<file path="config.mk">
export PLATFORM = sky130hd
export DESIGN_NAME = spi_bus_bridge_flat
export DESIGN_NICKNAME = d
export VERILOG_FILES = /design/src/rtl/spi_pkg.sv /design/src/rtl/spi_bus_bridge_if.sv /design/src/rtl/spi_bus_timer.sv /design/src/rtl/spi_bus_bridge.sv /design/src/flat_wrapper.sv
export SDC_FILE = /design/constraint.sdc
export NUM_CORES = 1
export LEC_CHECK = 0
export BUFFER_PORTS_ARGS = -buffer_cell sky130_fd_sc_hd__buf_2
export CAP_MARGIN = 0
export CORE_MARGIN = 1
export CORE_UTILIZATION = 25
export DETAILED_ROUTE_END_ITERATION = 12
export GPL_ROUTABILITY_DRIVEN = 0
export GPL_TIMING_DRIVEN = 1
export PLACE_DENSITY = 0.52
export RECOVER_POWER = 50
export SLEW_MARGIN = 15
export SYNTH_ARGS = -nofsm -noshare
export SYNTH_HDL_FRONTEND = slang
export SYNTH_SLANG_ARGS = --single-unit
</file>
<file path="constraint.sdc">
create_clock -name clk -period 3.6 [get_ports clk]
set_input_delay 0.18 -clock clk [delete_from_list [all_inputs] [get_ports clk]]
set_output_delay 0.18 -clock clk [all_outputs]
set_load 0.02 [all_outputs]
</file>
<file path="src/rtl/spi_pkg.sv">
// rtl/spi_pkg.sv - shared widths, status bit indices, FSM encoding and timeout default
package spi_pkg;

  localparam int ADDR_W  = 20;
  localparam int DATA_W  = 16;
  localparam int TIMEOUT = 255;

  // Bit positions inside the 4-bit SPI status/command word; bit 3 is reserved.
  localparam int ST_AINC = 0;
  localparam int ST_RD   = 1;
  localparam int ST_WR   = 2;

  typedef enum logic [1:0] {
    S_IDLE = 2'd0,
    S_RD   = 2'd1,
    S_WR   = 2'd2
  } state_t;

endpackage

</file>
<file path="src/rtl/spi_bus_bridge_if.sv">
// rtl/spi_bus_bridge_if.sv - request/ack bus between the bridge and the system bus
// Ports (signals):
//   bus_req   access request, held until ack or timeout
//   bus_we    1 = write, 0 = read; valid while bus_req is high
//   bus_addr  access address
//   bus_wdata write data
//   bus_rdata read data, valid with bus_ack
//   bus_ack   one-cycle completion pulse
// Modports: master = bridge side, slave = bus target side.
interface spi_bus_bridge_if #(
  parameter int ADDR_W = spi_pkg::ADDR_W,
  parameter int DATA_W = spi_pkg::DATA_W
);

  logic              bus_req;
  logic              bus_we;
  logic [ADDR_W-1:0] bus_addr;
  logic [DATA_W-1:0] bus_wdata;
  logic [DATA_W-1:0] bus_rdata;
  logic              bus_ack;

  modport master (
    output bus_req, bus_we, bus_addr, bus_wdata,
    input  bus_rdata, bus_ack
  );

  modport slave (
    input  bus_req, bus_we, bus_addr, bus_wdata,
    output bus_rdata, bus_ack
  );

endinterface

</file>
<file path="src/rtl/spi_bus_timer.sv">
// rtl/spi_bus_timer.sv - counts cycles of an outstanding bus access and flags expiry
// Ports:
//   clk, reset_n  clock and async active-low reset
//   start         access launched; counting begins from zero
//   clear         access finished (ack or expiry); counter stops and returns to zero
//   expired       high in the TIMEOUT-th cycle of an access with no ack
module spi_bus_timer #(
  parameter int TIMEOUT = spi_pkg::TIMEOUT
) (
  input  logic clk,
  input  logic reset_n,
  input  logic start,
  input  logic clear,
  output logic expired
);
  import spi_pkg::*;

  localparam int CW = $clog2(TIMEOUT + 1);

  logic [CW-1:0] count;
  logic          running;

  always_ff @(posedge clk or negedge reset_n) begin
    if (!reset_n) begin
      count   <= '0;
      running <= 1'b0;
    end else if (clear) begin
      count   <= '0;
      running <= 1'b0;
    end else if (start) begin
      count   <= '0;
      running <= 1'b1;
    end else if (running) begin
      count   <= count + 1'b1;
    end
  end

  // count is 0 in the first busy cycle, so TIMEOUT-1 marks the last allowed one.
  assign expired = running && (count == CW'(TIMEOUT - 1));

endmodule

</file>
<file path="src/rtl/spi_bus_bridge.sv">
// rtl/spi_bus_bridge.sv - turns SPI address/status/data pulses into single bus accesses
// Ports:
//   clk, reset_n   clock and async active-low reset
//   address_ready  pulse: addr valid; loads addr_q and clears both error flags
//   status_ready   pulse: status valid; a read command launches a read
//   data_ready     pulse: wdata valid; launches a write or a burst-read prefetch
//   cs_n_o         SPI chip select; while high no new access launches
//   addr, status, wdata  SPI-side captured fields
//   rdata          last read word (all-ones after a read timeout)
//   busy           FSM not idle
//   bus_err        sticky timeout flag
//   ovr_err        sticky flag: a pulse arrived while busy and was dropped
//   bus            request/ack bus (master side)
module spi_bus_bridge #(
  parameter int ADDR_W  = spi_pkg::ADDR_W,
  parameter int DATA_W  = spi_pkg::DATA_W,
  parameter int TIMEOUT = spi_pkg::TIMEOUT
) (
  input  logic              clk,
  input  logic              reset_n,
  input  logic              address_ready,
  input  logic              status_ready,
  input  logic              data_ready,
  input  logic              cs_n_o,
  input  logic [ADDR_W-1:0] addr,
  input  logic [3:0]        status,
  input  logic [DATA_W-1:0] wdata,
  output logic [DATA_W-1:0] rdata,
  output logic              busy,
  output logic              bus_err,
  output logic              ovr_err,
  spi_bus_bridge_if.master  bus
);
  import spi_pkg::*;

  state_t            state, state_nx;
  logic [ADDR_W-1:0] addr_q;
  logic [3:0]        status_q;
  logic [ADDR_W-1:0] bus_addr_q;
  logic [DATA_W-1:0] bus_wdata_q;
  logic              bus_we_q;
  logic              launch_rd, launch_wr, ack_done, to_done;
  logic              timer_start, timer_clear, expired;
  logic              overrun;
  logic              status_unused;

  // Reserved command bit is stored but has no function.
  assign status_unused = status_q[3];

  always_ff @(posedge clk or negedge reset_n) begin
    if (!reset_n) state <= S_IDLE;
    else          state <= state_nx;
  end

  always_comb begin
    state_nx  = state;
    launch_rd = 1'b0;
    launch_wr = 1'b0;
    ack_done  = 1'b0;
    to_done   = 1'b0;
    case (state)
      S_IDLE: begin
        if (!cs_n_o) begin
          // A read command uses the incoming status; data_ready decisions use
          // the command already latched in status_q.
          if (status_ready && status[ST_RD] && !status[ST_WR])
            launch_rd = 1'b1;
          else if (data_ready && status_q[ST_WR])
            launch_wr = 1'b1;
          else if (data_ready && status_q[ST_RD] && status_q[ST_AINC])
            launch_rd = 1'b1;
        end
        if (launch_rd)      state_nx = S_RD;
        else if (launch_wr) state_nx = S_WR;
      end
      S_RD, S_WR: begin
        if (bus.bus_ack) begin
          ack_done = 1'b1;
          state_nx = S_IDLE;
        end else if (expired) begin
          to_done  = 1'b1;
          state_nx = S_IDLE;
        end
      end
      default: state_nx = S_IDLE;
    endcase
  end

  assign busy        = (state != S_IDLE);
  assign overrun     = busy && (status_ready || data_ready);
  assign timer_start = launch_rd || launch_wr;
  assign timer_clear = ack_done || to_done;

  spi_bus_timer #(.TIMEOUT(TIMEOUT)) u_timer (
    .clk     (clk),
    .reset_n (reset_n),
    .start   (timer_start),
    .clear   (timer_clear),
    .expired (expired)
  );

  always_ff @(posedge clk or negedge reset_n) begin
    if (!reset_n) begin
      addr_q      <= '0;
      status_q    <= '0;
      bus_addr_q  <= '0;
      bus_wdata_q <= '0;
      bus_we_q    <= 1'b0;
      rdata       <= '0;
      bus_err     <= 1'b0;
      ovr_err     <= 1'b0;
    end else begin
      // A fresh address wins over an auto-increment landing in the same cycle.
      if (address_ready) begin
        addr_q  <= addr;
        bus_err <= 1'b0;
        ovr_err <= 1'b0;
      end else if (ack_done && status_q[ST_AINC]) begin
        addr_q  <= addr_q + 1'b1;
      end
      // The command is frozen while an access is outstanding so the in-flight
      // auto-increment decision cannot be altered by a dropped pulse.
      if (status_ready && !busy) status_q <= status;
      if (launch_rd || launch_wr) begin
        bus_addr_q <= addr_q;
        bus_we_q   <= launch_wr;
      end
      if (launch_wr) bus_wdata_q <= wdata;
      if (state == S_RD) begin
        if (ack_done)     rdata <= bus.bus_rdata;
        else if (to_done) rdata <= '1;
      end
      if (to_done) bus_err <= 1'b1;
      if (overrun) ovr_err <= 1'b1;
    end
  end

  assign bus.bus_req   = busy;
  assign bus.bus_we    = bus_we_q;
  assign bus.bus_addr  = bus_addr_q;
  assign bus.bus_wdata = bus_wdata_q;

endmodule

</file>
<file path="src/flat_wrapper.sv">
// flat-port wrapper written by rule: the top's interface ports become plain ports
module spi_bus_bridge_flat import spi_pkg::*;
#(
  parameter int ADDR_W  = spi_pkg::ADDR_W,
  parameter int DATA_W  = spi_pkg::DATA_W,
  parameter int TIMEOUT = spi_pkg::TIMEOUT
)
  (clk, reset_n, address_ready, status_ready, data_ready, cs_n_o, addr, status, wdata, rdata, busy, bus_err, ovr_err, bus_bus_req, bus_bus_we, bus_bus_addr, bus_bus_wdata, bus_bus_rdata, bus_bus_ack);
  spi_bus_bridge_if #(.ADDR_W(ADDR_W), .DATA_W(DATA_W)) bus_i ();
  input  logic clk;
  input  logic reset_n;
  input  logic address_ready;
  input  logic status_ready;
  input  logic data_ready;
  input  logic cs_n_o;
  input  logic [ADDR_W-1:0] addr;
  input  logic [3:0] status;
  input  logic [DATA_W-1:0] wdata;
  output logic [DATA_W-1:0] rdata;
  output logic busy;
  output logic bus_err;
  output logic ovr_err;
  output wire logic [$bits(bus_i.bus_req)-1:0] bus_bus_req;
  output wire logic [$bits(bus_i.bus_we)-1:0] bus_bus_we;
  output wire logic [$bits(bus_i.bus_addr)-1:0] bus_bus_addr;
  output wire logic [$bits(bus_i.bus_wdata)-1:0] bus_bus_wdata;
  input wire logic [$bits(bus_i.bus_rdata)-1:0] bus_bus_rdata;
  input wire logic [$bits(bus_i.bus_ack)-1:0] bus_bus_ack;
  assign bus_bus_req = bus_i.bus_req;
  assign bus_bus_we = bus_i.bus_we;
  assign bus_bus_addr = bus_i.bus_addr;
  assign bus_bus_wdata = bus_i.bus_wdata;
  assign bus_i.bus_rdata = bus_bus_rdata;
  assign bus_i.bus_ack = bus_bus_ack;
  spi_bus_bridge #(.ADDR_W(ADDR_W), .DATA_W(DATA_W), .TIMEOUT(TIMEOUT)) u_core (.clk(clk), .reset_n(reset_n), .address_ready(address_ready), .status_ready(status_ready), .data_ready(data_ready), .cs_n_o(cs_n_o), .addr(addr), .status(status), .wdata(wdata), .rdata(rdata), .busy(busy), .bus_err(bus_err), .ovr_err(ovr_err), .bus(bus_i));
endmodule
</file>
==> results of run 1 <==
[stage by stage]
| stage | hold slack, ns | setup slack (ns) |
|---|---|---|
| after floorplan | -0.1156 | 1.690 |
| after global placement | 0.3321 | 1.515 |
| after detailed placement | 0.3308 | 1.459 |
| after CTS | 0.03318 | 1.433 |
| after global routing | 0.02477 | 1.321 |
| final | 0.04994 | 1.436 |
[area by class of cell]
cell class | instances | area, µm²
clock buffer | 9 | 225.2
clock inverter | 7 | 92.59
fill | 1641 | 10300
inverter | 11 | 41.29
multi-input combinational | 210 | 1619
sequential | 89 | 2227
tap | 211 | 264.0
timing repair buffer | 121 | 546.8
[flip-flops by register name, summed over array words and instances (netlist names)]
signal                  cells
u_core.addr_q              20
u_core.bus.bus_addr        20
u_core.bus.bus_wdata       16
u_core.bus.bus_we           1
u_core.bus_err              1
u_core.ovr_err              1
u_core.rdata               16
u_core.state                2
u_core.status_q             3
u_core.u_timer.count        8
u_core.u_timer.running      1
[per-layer routing]
layer / vias up / wire length, µm / GRT usage
li1: 1425 / - / -
met1: 1429 / 4379 / 0.1538
met2: 103 / 4269 / 0.1905
met3: 7 / 682 / 0.05509
met4: 0 / 93 / 0.03322
met5: - / 0 / 0
[path summary, 6_finish.rpt]
check                                 start                      end  slack (ns)
setup / recovery            u_core.state[0]        u_core.addr_q[18]        1.44
hold reg to reg            u_core.rdata[13]         u_core.rdata[13]        0.49
setup reg to reg            u_core.state[0]        u_core.addr_q[18]        1.44
min in group asynchronous           reset_n  u_core.bus.bus_addr[17]        0.77
hold / removal                      addr[8]         u_core.addr_q[8]        0.05
max in group asynchronous           reset_n  u_core.bus.bus_wdata[0]        1.70
[worst max-delay path: cells and delay by family (launching register included)]
family,cells,cell delay (ns)
flip-flops,1,0.37
buffers and inverters,1,0.05
AND/OR/NAND/NOR,2,0.62
AO/OA/AOI/OAI,2,0.60
adder cells (fa/ha/maj),1,0.41
[power by group through the flow]
stage	Clock (W)	Sequential, W	Combinational (W)
floorplan	0	0.00199	0.000693
global placement	0	0.00163	0.00155
detailed placement	0	0.00165	0.00157
CTS	0.00106	0.00164	0.00157
global route	0.00110	0.00170	0.00160
finish	0.00101	0.00164	0.00146
[cells in the final DEF, fill, tap and decap left out, types with 7 or more instances in the layout]
| master | Yosys | layout |
|---|---|---|
| clkbuf_1 | 6 | 55 |
| o21ai_0 | 13 | 13 |
| mux2_2 | 40 | 40 |
| clkbuf_16 | 0 | 9 |
| nand4_1 | 11 | 11 |
| dfrtp_1 | 89 | 89 |
| nand2_1 | 19 | 19 |
| nor2_1 | 16 | 16 |
| xnor2_1 | 10 | 10 |
| inv_1 | 11 | 11 |
| nor3_1 | 8 | 7 |
| buf_2 | 7 | 62 |
| o22a_1 | 16 | 16 |
[cell usage after synthesis, drive strengths merged, types with 2 or more instances]
cell type	number	share of area
dfrtp	89	0.56
mux2	40	0.11
nand2	21	0.022
nor2	16	0.015
o22a	16	0.035
nand4	13	0.026
o21ai	13	0.016
inv	11	0.010
buf	10	0.015
xnor2	10	0.022
nor3	9	0.013
clkbuf	6	0.0057
nand3	6	0.0076
nor4	6	0.0095
xor2	6	0.013
a31oi	5	0.0079
ha	5	0.016
o31a	4	0.0088
a21oi	3	0.0038
and3	3	0.0047
and4	3	0.0079
nand2b	3	0.0047
or3	3	0.0047
a221o	2	0.0051
o211a	2	0.0051
o21a	2	0.0038
o21ba	2	0.0051
[timing repair]
action / in CTS / in global routing
hold buffers: 1 / 0
hold endpoints to repair: 62 / 0
setup endpoints to repair: 0 / 0
setup buffers: 0 / 0
[logic make-up (layout without fill, tap and decap cells)]
| kind of cell | count (synthesis) | in the layout |
|---|---|---|
| flip-flops | 89 | 89 |
| AO/OA/AOI/OAI | 59 | 59 |
| buffers and inverters | 27 | 148 |
| adder cells (fa/ha/maj) | 5 | 5 |
| multiplexers | 41 | 41 |
| XOR/XNOR | 16 | 16 |
| AND/OR/NAND/NOR | 89 | 89 |
==> metrics.md, run 1 <==
| Metric | Value |
|---|---|
| Outcome | `complete, but fails checks` |
| Failing checks | `max-capacitance violations, max-slew violations` |
| CTS clk-pin slew, worst paths | `roughly 0.060 ns` |
| Critical path class | `reg2reg` |
| DR pass1 iterations | `4` |
| Leakage | `2.156 nW` |
| Main combinational cell family by area after synthesis | `simple AND/OR/NAND/NOR gates` |
| Crit path top cell by count | `o31a_1` |
| #FFs+latches synth | `between 80 and 90` |
| DRC viols | `0` |
| Xor-xnor portion of the synthesized cell area | `0.03536` |
| Die Y | `approximately 130 µm` |
| Clk buf depth | `2` |
| Starting Density | `0.2587` |
| IO Port Bufs | `roughly 120` |
| Hold path depth | `2` |
| Placed cell count | `641` |
| Worst r2r path cells | `6` |
| Gate power share | `0.355` |
| Level count of the clock H-tree | `3` |
| CTS tree | `done` |
| Period utilization | `0.6012` |
| Dpl hpwl | `about 6800 µm` |
| Least-Margin Pin Slew | `1.571 ns` |
| Worst skew pair latency | `0.34 ns` |
| Detail Route Antenna Nets | `0` |
| Die ar. | `about 0.016 mm²` |
| Fmax | `between 0.4 and 0.5 GHz` |
| Internal power | `between 0.002 and 0.003 W` |
| Critical path's largest stage delay | `between 0.4 and 0.5 ns` |
| Final nets | `510` |
| CTS Buf Count | `9` |
| Unrepaired setup endpoints after global routing | `no` |
| CP arrival | `approximately 2.4 ns` |
| Crit start category | `flop` |
| Critical-path cell list | `inv_1, ha_1, and4_1, nand4_2, o31a_1, o31a_1` |
| Antenna violations before repair | `0` |
| Post-synth ARST share | `1.000` |
| Tot Pwr | `around 0.0041 W` |
| Sw power | `0.001546 W` |
| Die Span X | `between 100 and 150 µm` |
| Pwr dens | `~800 mW/mm²` |
| Distinct cells, synth | `51` |
| Crit-path max FO | `7` |
| GRT Overall Usage | `0.1226` |
| Max-Cap Viols | `1` |
| Rows | `45` |
| Core ar. | `about 0.015 mm²` |
| Sw Share | `0.3762` |
| Post-synth EDFFs | `0` |
| Final Max Tran Viols | `64` |
| Layout cells sized above 1 | `0.2931` |
| Most used flip-flop cell after synthesis | `dfrtp_1` |
| Req. time, crit path | `between 3 and 4 ns` |
| Hold WC Path Type | `in2reg` |
| First-pass GRT wire length | `between 15000 and 20000 µm` |
| Adder-cell share of the synthesized area | `0.01579` |
| P&R area growth vs syn | `26.59%` |
| Post-layout minimum cycle time | `between 2 and 2.5 ns` |
| Crit-path slowest cell | `ha_1` |
| CP endpoint kind | `flop` |
| I/O Pins | `120` |
| Placed Area | `approximately 0.0048 mm²` |
| Clock power share | `0.245` |
| Slew headroom | `-0.04703` |
| Setup TNS | `0 ns` |
| Sequential share of the synthesized area | `0.5620` |
| Clock skew | `0.008327 ns` |
| Final cell utilization of the core | `0.3275` |
| Routed via count | `approximately 3000` |
| Multiplexer share of the synthesized area | `0.1162` |
| Synth Area in Compound Gates | `0.1124` |
| Antenna cells | `0` |
| Setup violations, final | `0` |
| Vias in the first global route | `about 3000` |
| Initial DRC Count | `120` |
| Cells after Synth | `326` |
| Post-Layout Inst Area | `between 0.005 and 0.006 mm²` |
| Peak supply drop | `~0.60 mV` |
| Simple-Gate Fraction of Synth Area | `0.1276` |
| Total congestion overflow | `0` |
| Resized Gates After CTS | `0` |
| Part of the power in registers | `0.400` |
| WL final | `~9400 µm` |
| Post-synthesis cell area | `between 0.003 and 0.004 mm²` |
| Synth warn | `0` |
| Final-report hold violation count | `0` |
| Synthesized net count | `between 300 and 400` |
| DR vias/cell | `roughly 4.5` |
| Avg Cell Area, Syn | `about 12 µm²` |
| Largest net degree at the start of global routing | `between 60 and 70` |
| Layout Cells excl Fill | `658` |
| Routed WL per cell | `~14 µm` |
| Clock root buffer | `clkbuf_16` |
| Clk sinks | `89` |
No activity file was read; power rests on OpenSTA's default activity.
==> run 2, diff against run 1 <==
==> constraint.sdc (replaced) <==
create_clock -name clk -period 2.25 [get_ports clk]
set_input_delay 0.1125 -clock clk [delete_from_list [all_inputs] [get_ports clk]]
set_output_delay 0.1125 -clock clk [all_outputs]
set_load 0.02 [all_outputs]
==> run 2 against run 1 <==
  * First-iteration DRC count decreased by 5.0%
  * Largest cell class unchanged
  * Via count rose by 5.1%
  * Combinational power rose by 70%
  * Critical path depth unchanged
  * The run now ends clean
  * Count of clock-buffer cells in the layout rose by 3
  * Sequential share of layout area down 3.6 points
  * Setup slack worse by 1.2 ns
  * Largest power group unchanged
  * Hold slack worse by 0.035 ns
  * Cell count up 6.5%
  * Flip-flop and latch count unchanged
  * Sequential power increased by 59%
  * Utilization up 2.9 points
==> metrics.md, run 2 (synthesis results as in run 1) <==
| Metric | Value |
|---|---|
| Starting Density | `0.2587 (unchanged)` |
| Vias in the first global route | `3137 (was 2962)` |
| Most frequent cells in the layout | `89 x dfrtp_1, 77 x buf_2, 41 x clkbuf_1 (was 89 x dfrtp_1, 62 x buf_2, 55 x clkbuf_1)` |
| R2r endpoint | `u_core.addr_q[18] (unchanged)` |
| Total buffers and inverters traversed by the critical path | `1 (unchanged)` |
| WL final | `9959 µm (was 9425 µm)` |
| Post-Layout Inst Area | `0.005460 mm² (was 0.005016 mm²)` |
| Layout cells sized above 1 | `0.3041 (was 0.2931)` |
| Final-report hold violation count | `0 (unchanged)` |
| Pre-CTS WS | `0.2093 ns (was 1.459 ns)` |
| IO Port Bufs | `118 (unchanged)` |
| Clock power share | `0.236 (was 0.245)` |
| P&R area growth vs syn | `37.80% (was 26.59%)` |
| Largest net degree at the start of global routing | `39 (was 64)` |
| DR vias/cell | `4.445 (was 4.505)` |
| Final Max Tran Viols | `0 (was 64)` |
| I/O Pins | `120 (unchanged)` |
| GRT Overall Usage | `0.1293 (was 0.1226)` |
| Crit path top cell by count | `o31a_1 (unchanged)` |
| Part of the power in registers | `0.392 (was 0.400)` |
| Leakage | `2.372 nW (was 2.156 nW)` |
| Routed via count | `3116 (was 2964)` |
| Setup Buffers After CTS | `0 (unchanged)` |
| Rows | `45 (unchanged)` |
| Clock root buffer | `clkbuf_16 (unchanged)` |
| Antenna violations before repair | `0 (unchanged)` |
| CP endpoint kind | `flop (unchanged)` |
| Clk buf depth | `2 (unchanged)` |
| Sw Share | `0.3713 (was 0.3762)` |
| Max-Cap Viols | `0 (was 1)` |
| Die Span X | `127.9 µm (unchanged)` |
| Req. time, crit path | `2.47 ns (was 3.83 ns)` |
| Critical path's largest stage delay | `0.37 ns (was 0.41 ns)` |
| Post-layout minimum cycle time | `2.050 ns (was 2.164 ns)` |
| Critical path class | `reg2reg (unchanged)` |
| Layout Cells excl Fill | `701 (was 658)` |
| Pwr dens | `1222 mW/mm² (was 819.6 mW/mm²)` |
| Initial DRC Count | `114 (was 120)` |
| Resized Gates After CTS | `0 (unchanged)` |
| Tot Pwr | `0.006670 W (was 0.004111 W)` |
| CTS tree | `done (unchanged)` |
| Dpl hpwl | `6816 µm (was 6801 µm)` |
| Clk sinks | `89 (unchanged)` |
| Top Family by Delay on Critical Path | `compound AO/OA/AOI/OAI gates (was simple AND/OR/NAND/NOR gates)` |
| Detail Route Antenna Nets | `0 (unchanged)` |
| Die ar. | `0.01636 mm² (unchanged)` |
| CTS clk-pin slew, worst paths | `0.06 ns (about the same)` |
| Hold Buf Count CTS | `40 (was 1)` |
| FILL cells | `1562 (was 1641)` |
| CTS Buf Count | `9 (unchanged)` |
| Clock skew | `0.009224 ns (was 0.008327 ns)` |
| Sw power | `0.002477 W (was 0.001546 W)` |
| Total congestion overflow | `0 (unchanged)` |
| Placed Area | `0.004815 mm² (was 0.004760 mm²)` |
| Level count of the clock H-tree | `3 (unchanged)` |
| Reg-to-reg critical path startpoint | `u_core.state[0] (unchanged)` |
| Gate power share | `0.372 (was 0.355)` |
| PnR worst setup slack | `0.2001 ns (was 1.436 ns)` |
| Most common cell after layout, fill and taps aside | `dfrtp_1 (unchanged)` |
| Period utilization | `0.9110 (was 0.6012)` |
| HP Start | `addr[13] (was addr[8])` |
| Fmax | `0.4878 GHz (was 0.4620 GHz)` |
| Peak supply drop | `0.6467 mV (was 0.5989 mV)` |
| Outcome | `finished, final reports clean (was complete, but fails checks)` |
| Worst R2R Setup Slack | `0.20 ns (was 1.44 ns)` |
| First-pass GRT wire length | `16060 µm (was 15230 µm)` |
| Setup violations, final | `0 (unchanged)` |
| Routed WL per cell | `14.21 µm (was 14.32 µm)` |
| Internal power | `0.004193 W (was 0.002565 W)` |
| Worst skew pair latency | `0.34 ns (about the same)` |
| Hold endpoint | `u_core.addr_q[13] (was u_core.addr_q[8])` |
| Crit start category | `flop (unchanged)` |
| Setup TNS | `0 ns (unchanged)` |
| Core ar. | `0.01531 mm² (unchanged)` |
| Hold WC Path Type | `in2reg (unchanged)` |
| Antenna cells | `0 (unchanged)` |
| Hold path depth | `2 (unchanged)` |
| Critical-path cell list | `inv_1, ha_1, and4_1, nand4_2, o31a_1, o31a_1 (unchanged)` |
| Die Y | `127.9 µm (unchanged)` |
| Placed cell count | `645 (was 641)` |
| Final nets | `553 (was 510)` |
| Least-Margin Pin Slew | `0.9087 ns (was 1.571 ns)` |
| Slew headroom | `0.3942 (was -0.04703)` |
| Worst r2r path cells | `6 (unchanged)` |
| DRC viols | `0 (unchanged)` |
| CP arrival | `2.27 ns (was 2.40 ns)` |
| DR pass1 iterations | `4 (unchanged)` |
| Crit-path max FO | `7 (unchanged)` |
| Crit-path slowest cell | `dfrtp_1 (was ha_1)` |
| Unrepaired setup endpoints after global routing | `no (unchanged)` |
-- run 2: changes by cell type in the layout (fill, tap and decap cells not counted), sizes merged --
cell / before / now
dlygate4sd3: 1 / 40
buf: 64 / 81
clkbuf: 65 / 55
clkinv: 4 / 1
clkinvlp: 0 / 2
bufinv: 2 / 1
inv: 12 / 11
-- run 2: how the worst max path moves through the flow --
| stage | end | cells past startpoint | slack [ns] | startpoint |
|---|---|---|---|---|
| after detailed placement | u_core.addr_q[18] | 6 | 0.21 | u_core.state[0] |
| final | u_core.addr_q[18] | 6 | 0.20 | u_core.state[0] |
| after CTS | u_core.addr_q[18] | 6 | 0.18 | u_core.state[0] |
| after global routing | u_core.addr_q[18] | 6 | 0.04 | u_core.state[0] |
| after global placement | u_core.addr_q[18] | 6 | 0.25 | u_core.state[0] |
| after floorplan | u_core.bus.bus_addr[18] | 8 | 0.34 | u_core.state[0] |
-- run 2: area by class of cell --
class	count	area (µm²)	share of cell area
clock buffers	12	266.5	0.04881
clock inverters	4	50.05	0.009166
inverters	11	41.29	0.007562
multi-input cells	210	1619	0.2965
flip-flops and latches	89	2227	0.4079
well taps	211	264.0	0.04835
repair buffers	164	992.2	0.1817
-- run 2: power groups by stage --
| stage | sequential, W | clock (W) | combinational (W) |
|---|---|---|---|
| 2_1_floorplan | 0.00319 | 0 | 0.00111 |
| 3_3_place_gp | 0.00260 | 0 | 0.00253 |
| 3_5_place_dp | 0.00263 | 0 | 0.00257 |
| 4_1_cts | 0.00261 | 0.00165 | 0.00263 |
| 5_1_grt | 0.00272 | 0.00171 | 0.00271 |
| 6_report | 0.00261 | 0.00157 | 0.00248 |
-- run 2: metrics by stage --
step	hold slack (ns)	util
after floorplan	-0.1831	-
after global placement	0.1026	0.3144
after detailed placement	0.1085	0.3144
after CTS	0.002564	0.3612
after global routing	0.008837	0.3565
final	0.01464	0.3565
-- run 2: metal layers --
metal / GRT usage / wire length (µm)
met1: 0.1574 / 4635
met2: 0.2110 / 4517
met3: 0.05301 / 712
met4: 0.03391 / 94
met5: 0 / 0
